## src/rtl/rx_triple_sampler.sv

```systemverilog
// rx_triple_sampler
//   Serial-receive front end for an 8N1-style UART line. It synchronises rx,
//   oversamples at 16x the baud rate and captures three samples around the
//   centre of every bit (ticks 7, 8 and 9). The samples go to a downstream
//   3-input majority voter. The voter turns them into a bit value. Downstream
//   logic uses bit_kind and bit_idx to assemble the bytes.
//
// Ports
//   clk          system clock, rising edge
//   rst_n        asynchronous active-low reset
//   rx           asynchronous serial line, idle high
//   x, y, z      samples from ticks 7, 8 and 9 of the current bit
//   samp_valid   one-cycle strobe: x/y/z/bit_kind/bit_idx are valid
//   bit_kind     00 start, 01 data, 10 stop
//   bit_idx      data bit index, LSB first; 0 for start and stop bits
//   busy         high whenever a frame is being tracked
//   false_start  one-cycle pulse when a start bit is rejected
module rx_triple_sampler #(
  parameter int TICK_DIV  = 651,
  parameter int DATA_BITS = 8
) (
  input  logic       clk,
  input  logic       rst_n,
  input  logic       rx,
  output logic       x,
  output logic       y,
  output logic       z,
  output logic       samp_valid,
  output logic [1:0] bit_kind,
  output logic [3:0] bit_idx,
  output logic       busy,
  output logic       false_start
);

  localparam int         DIV_W    = (TICK_DIV > 2) ? $clog2(TICK_DIV) : 1;
  localparam logic [DIV_W-1:0] DIV_LAST = DIV_W'(TICK_DIV - 1);
  localparam logic [3:0] LAST_BIT = 4'(DATA_BITS - 1);

  typedef enum logic [1:0] {
    IDLE  = 2'd0,
    START = 2'd1,
    DATA  = 2'd2,
    STOP  = 2'd3
  } state_t;

  state_t           state, state_next;
  logic             rx_meta, rx_s, rx_s_d;
  logic [DIV_W-1:0] div_cnt;
  logic [3:0]       tick_cnt;
  logic [3:0]       data_idx;
  logic             fall, tick, wrap, reject;

  assign fall = rx_s_d & ~rx_s;
  // The divider only runs outside IDLE. So the first tick comes TICK_DIV
  // clocks after the start edge is accepted.
  assign tick   = (state != IDLE) && (div_cnt == DIV_LAST);
  assign wrap   = tick && (tick_cnt == 4'd15);
  // A start bit that is high again at mid-bit was a glitch.
  assign reject = (state == START) && tick && (tick_cnt == 4'd8) && rx_s;
  assign busy   = (state != IDLE);

  // Two-flop synchroniser plus one delay stage for falling-edge detection.
  // The flops reset to the idle level so that reset cannot fake an edge.
  always_ff @(posedge clk or negedge rst_n) begin
    if (!rst_n) begin
      rx_meta <= 1'b1;
      rx_s    <= 1'b1;
      rx_s_d  <= 1'b1;
    end else begin
      rx_meta <= rx;
      rx_s    <= rx_meta;
      rx_s_d  <= rx_s;
    end
  end

  always_ff @(posedge clk or negedge rst_n) begin
    if (!rst_n) begin
      state <= IDLE;
    end else begin
      state <= state_next;
    end
  end

  always_comb begin
    state_next = state;
    case (state)
      IDLE:  if (fall) state_next = START;
      START: begin
        if (reject)    state_next = IDLE;
        else if (wrap) state_next = DATA;
      end
      DATA:  if (wrap && (data_idx == LAST_BIT)) state_next = STOP;
      // Return as soon as the stop sample is presented. This leaves half a
      // bit of margin to catch the next start edge.
      STOP:  if (samp_valid) state_next = IDLE;
      default: state_next = IDLE;
    endcase
  end

  // Divider and tick counter. Both are cleared whenever the FSM is in IDLE
  // or is about to return there.
  always_ff @(posedge clk or negedge rst_n) begin
    if (!rst_n) begin
      div_cnt  <= '0;
      tick_cnt <= 4'd0;
    end else if ((state == IDLE) || (state_next == IDLE)) begin
      div_cnt  <= '0;
      tick_cnt <= 4'd0;
    end else if (tick) begin
      div_cnt  <= '0;
      tick_cnt <= tick_cnt + 4'd1;  // 15 wraps to 0 naturally
    end else begin
      div_cnt  <= div_cnt + 1'b1;
    end
  end

  always_ff @(posedge clk or negedge rst_n) begin
    if (!rst_n) begin
      data_idx <= 4'd0;
    end else if (state != DATA) begin
      data_idx <= 4'd0;
    end else if (wrap && (data_idx != LAST_BIT)) begin
      data_idx <= data_idx + 4'd1;
    end
  end

  // Sample capture and output strobes. bit_kind and bit_idx are updated on
  // the same edge as z. They then stay constant until the next bit's z capture.
  always_ff @(posedge clk or negedge rst_n) begin
    if (!rst_n) begin
      x           <= 1'b1;
      y           <= 1'b1;
      z           <= 1'b1;
      samp_valid  <= 1'b0;
      bit_kind    <= 2'b00;
      bit_idx     <= 4'd0;
      false_start <= 1'b0;
    end else begin
      samp_valid  <= 1'b0;
      false_start <= reject;
      if (tick && (tick_cnt == 4'd7)) x <= rx_s;
      if (tick && (tick_cnt == 4'd8)) y <= rx_s;
      if (tick && (tick_cnt == 4'd9)) begin
        z          <= rx_s;
        samp_valid <= 1'b1;
        case (state)
          DATA:    bit_kind <= 2'b01;
          STOP:    bit_kind <= 2'b10;
          default: bit_kind <= 2'b00;
        endcase
        bit_idx <= (state == DATA) ? data_idx : 4'd0;
      end
    end
  end

endmodule

```

## config.mk

```make
export PLATFORM = sky130hd
export DESIGN_NAME = rx_triple_sampler
export DESIGN_NICKNAME = d
export VERILOG_FILES = /design/src/rtl/rx_triple_sampler.sv
export SDC_FILE = /design/constraint.sdc
export NUM_CORES = 1
export LEC_CHECK = 0
export ABC_CLOCK_PERIOD_IN_PS = 5040
export CORE_MARGIN = 2
export CORE_UTILIZATION = 50
export DETAILED_ROUTE_END_ITERATION = 10
export PLACE_DENSITY = 0.71
export SLEW_MARGIN = 5
export SYNTH_ARGS = -nofsm -noshare
export SYNTH_HDL_FRONTEND = slang
export SYNTH_SLANG_ARGS = --single-unit
export TNS_END_PERCENT = 20
```

## constraint.sdc

```tcl
create_clock -name clk -period 5.04 [get_ports clk]
set_input_delay 0.756 -clock clk [delete_from_list [all_inputs] [get_ports clk]]
set_output_delay 0.756 -clock clk [all_outputs]
set_load 0.005 [all_outputs]
```

==> summary.md <==
| Metric | Value |
|---|---|
| Starting Density | 0.538 |
| Post-Route WL | ~2800 um |
| Max Slew Vio Count | 0 |
| Total number of vias | 1167 |
| Fin area | ~0.0019 mm^2 |
| GR Overflow Total | 0 |
| DR vias/cell | 5.40 |
| Commonest non-fill, non-tap cell in the layout | dfrtp_1 |
| PostCTS Resize Cnt | 0 |
| H-Tree Level Count | 2 |
| # IOs | 15 |
| WP data required | 4.28 ns |
| Dpl hpwl | 2070 um |
| DR DRC count | 0 |
| Nets | 180 |
| Largest net degree at the start of global routing | 35 |
| First-pass GRT wire length | between 5000 and 6000 um |
| CTS sink cnt | 34 |
| Pwr dens | 313 mW/mm^2 |
| Setup Viol. Count Final | 0 |
| Fraction of registers with async set/reset | 1.00 |
| Most used DFF post-synth | dfrtp_1 |
| Antenna Cells | 0 |
| Root Buffer | clkbuf_4 |
| Setup TNS | 0 ns |
| Row cnt | 20 |
| P&R area growth vs syn | 14.8% |
| FF-to-FF path depth | 6 |
| Status | complete, no violations |
| Period utilization | 0.471 |
| Yosys cell types | 36 |
| Fin. Hold Viols | 0 |
| Yosys warns | 0 |
| Worst-case clock skew | 0.00961 ns |
| Initial antenna violation count | 0 |
| CTS Buffer Depth | 2 |
| CP max stage cell | dfrtp_1 |
| Fmax | 421 MHz |
| CORE AREA | 0.00310 mm^2 |
| Slew margin rel. | 0.718 |
| Synth Area per Inst | 10.9 um^2 |
| Largest cells by area after synthesis | dfrtp_1 (42%), dfstp_2 (9.4%), ha_1 (4.5%) |
| Syn_nets | 162 |
| CP Launch Type | flop |
| Max cap viols | 0 |
| Seq/Total Area, Yosys | 0.514 |
| Fraction of layout cells with a size suffix above 1 | 0.151 |
| Die Span Y | ~62 um |
| RSZ-0062 raised after global routing | no |
| CP Launch Point | state[1] |
| Hold_sp | rx_meta |
| Placed inst area | 0.00184 mm^2 |
| Crit Path Class | flop to output pin |
| Synth Instances | about 150 |
| CP arrival | 1.62 ns |
| CTS Buf Count | 5 |
| CP max stage delay | 0.49 ns |
| Measured slew at the worst slew-check pin | ~0.42 ns |
| R2R Path Start | div_cnt[0] |
| Post-route minimum period | 2.37 ns |
| Top cell family by delay on the critical path | flip-flops |
| CP endpoint kind | output pin |
| Buffers added on ports | 14 |
| Via count of the first global-routing pass | 1119 |
| Synth area leader | dfrtp_1 |
| Number of cells on the critical path | 2 |
| Hold path depth | 0 |
| Worst min path class | flop to flop |
| Worst-path clk slew | about 0.090 ns |
| Number of synthesized register bits | 34 |
| TritonCTS clock tree | done |
| Tot GR Track Use | 0.182 |
| Die area | approximately 0.0038 mm^2 |
| Iter 0 DRT Violations | 24 |
| Die width | 61.8 um |
| Number of synthesized flops with an enable pin | 0 |
| Drt pass-1 iters | 4 |
| Worst VDD drop | 228 uV |
| Hold buffer count at cts | 0 |
| Final ANT Viol Nets | 0 |
| Clock Latency Late Sink | approximately 0.33 ns |
| Placer congestion estimate | 0.844 |
| Worst Path Buf+Inv | 1 |
| Post-CTS setup buffer count | 0 |
| CP Cell Sequence | or2_2 -> clkdlybuf4s50_1 |
| Synth top area share | 0.420 |
| Static Leak | between 0.0008 and 0.0009 uW |
| Synthesized area | between 0.0015 and 0.002 mm^2 |
| Most frequent cells in the layout | dfrtp_1 (28), nor2_1 (16), clkdlybuf4s50_1 (14) |
| Critical path peak fanout | 11 |
| Routed length per instance | 13.0 um |
## Yosys cell counts, types with 2 or more instances
cell type,n
a21oi_1,4
a31oi_1,3
and3_1,5
clkbuf_1,2
dfrtp_1,28
dfstp_2,6
ha_1,6
inv_1,8
mux2_2,3
mux2_4,3
mux2i_1,4
nand2_1,11
nand3_1,8
nand4_1,7
nor2_1,16
nor2b_1,4
nor3_1,3
o21ai_0,4
or3_1,3
xnor2_1,2
xor2_1,8
## metrics by stage
step            util  hold slack (ns)  cells  total power, uW  setup slack [ns]
2_1_floorplan      -            0.345    153              396              3.25
3_3_place_gp   0.592            0.346    208              418              3.05
3_5_place_dp   0.592            0.350    208              422              3.03
4_1_cts        0.617            0.366    216              607              2.65
5_1_grt        0.617            0.371    216              636              2.59
6_report       0.617            0.364    216              600              2.67
## final timing paths
check	endpoint	slack (ns)
setup / recovery	busy	2.67
hold / removal	rx_s	0.36
setup reg to reg	bit_idx[3]	3.07
hold reg to reg	rx_s	0.36
max in group asynchronous	x	3.88
min in group asynchronous	div_cnt[8]	0.81
## state kept, by name, indices dropped and copies added (netlist names)
name	flops
z	1
bit_idx	4
false_start	1
state	2
rx_s_d	1
div_cnt	10
data_idx	4
y	1
bit_kind	2
rx_meta	1
rx_s	1
tick_cnt	4
x	1
samp_valid	1
## cell families after synthesis
kind of cell	synth area share
AND/OR/NAND/NOR	0.210
flip-flops	0.514
AO/OA/AOI/OAI	0.0682
buffers and inverters	0.0390
XOR/XNOR	0.0525
multiplexers	0.0712
adder cells (fa/ha/maj)	0.0450
## per-layer routing
metal,global-route usage,vias up,part of all wire
met1,0.247,568,0.46
met5,0,-,0
met4,0.0729,0,0.016
li1,-,574,-
met3,0.0600,6,0.039
met2,0.272,19,0.48
## layout make-up
type                    instances  area (um^2)
fillers                       290         1190
multi-input cells             107          746
flip-flops and latches         34          858
well taps                      44         55.1
repair buffers                 15          148
clock buffers                   8         78.8
inverters                       8         30.0
## power breakdown
group	internal, uW	switching, uW	total [uW]
logic	35.9	36.0	71.9
registers	303	41.7	344
clock network	95.3	88.9	184
total	434	167	600
Note: power is estimated with default switching activity, not from simulation.
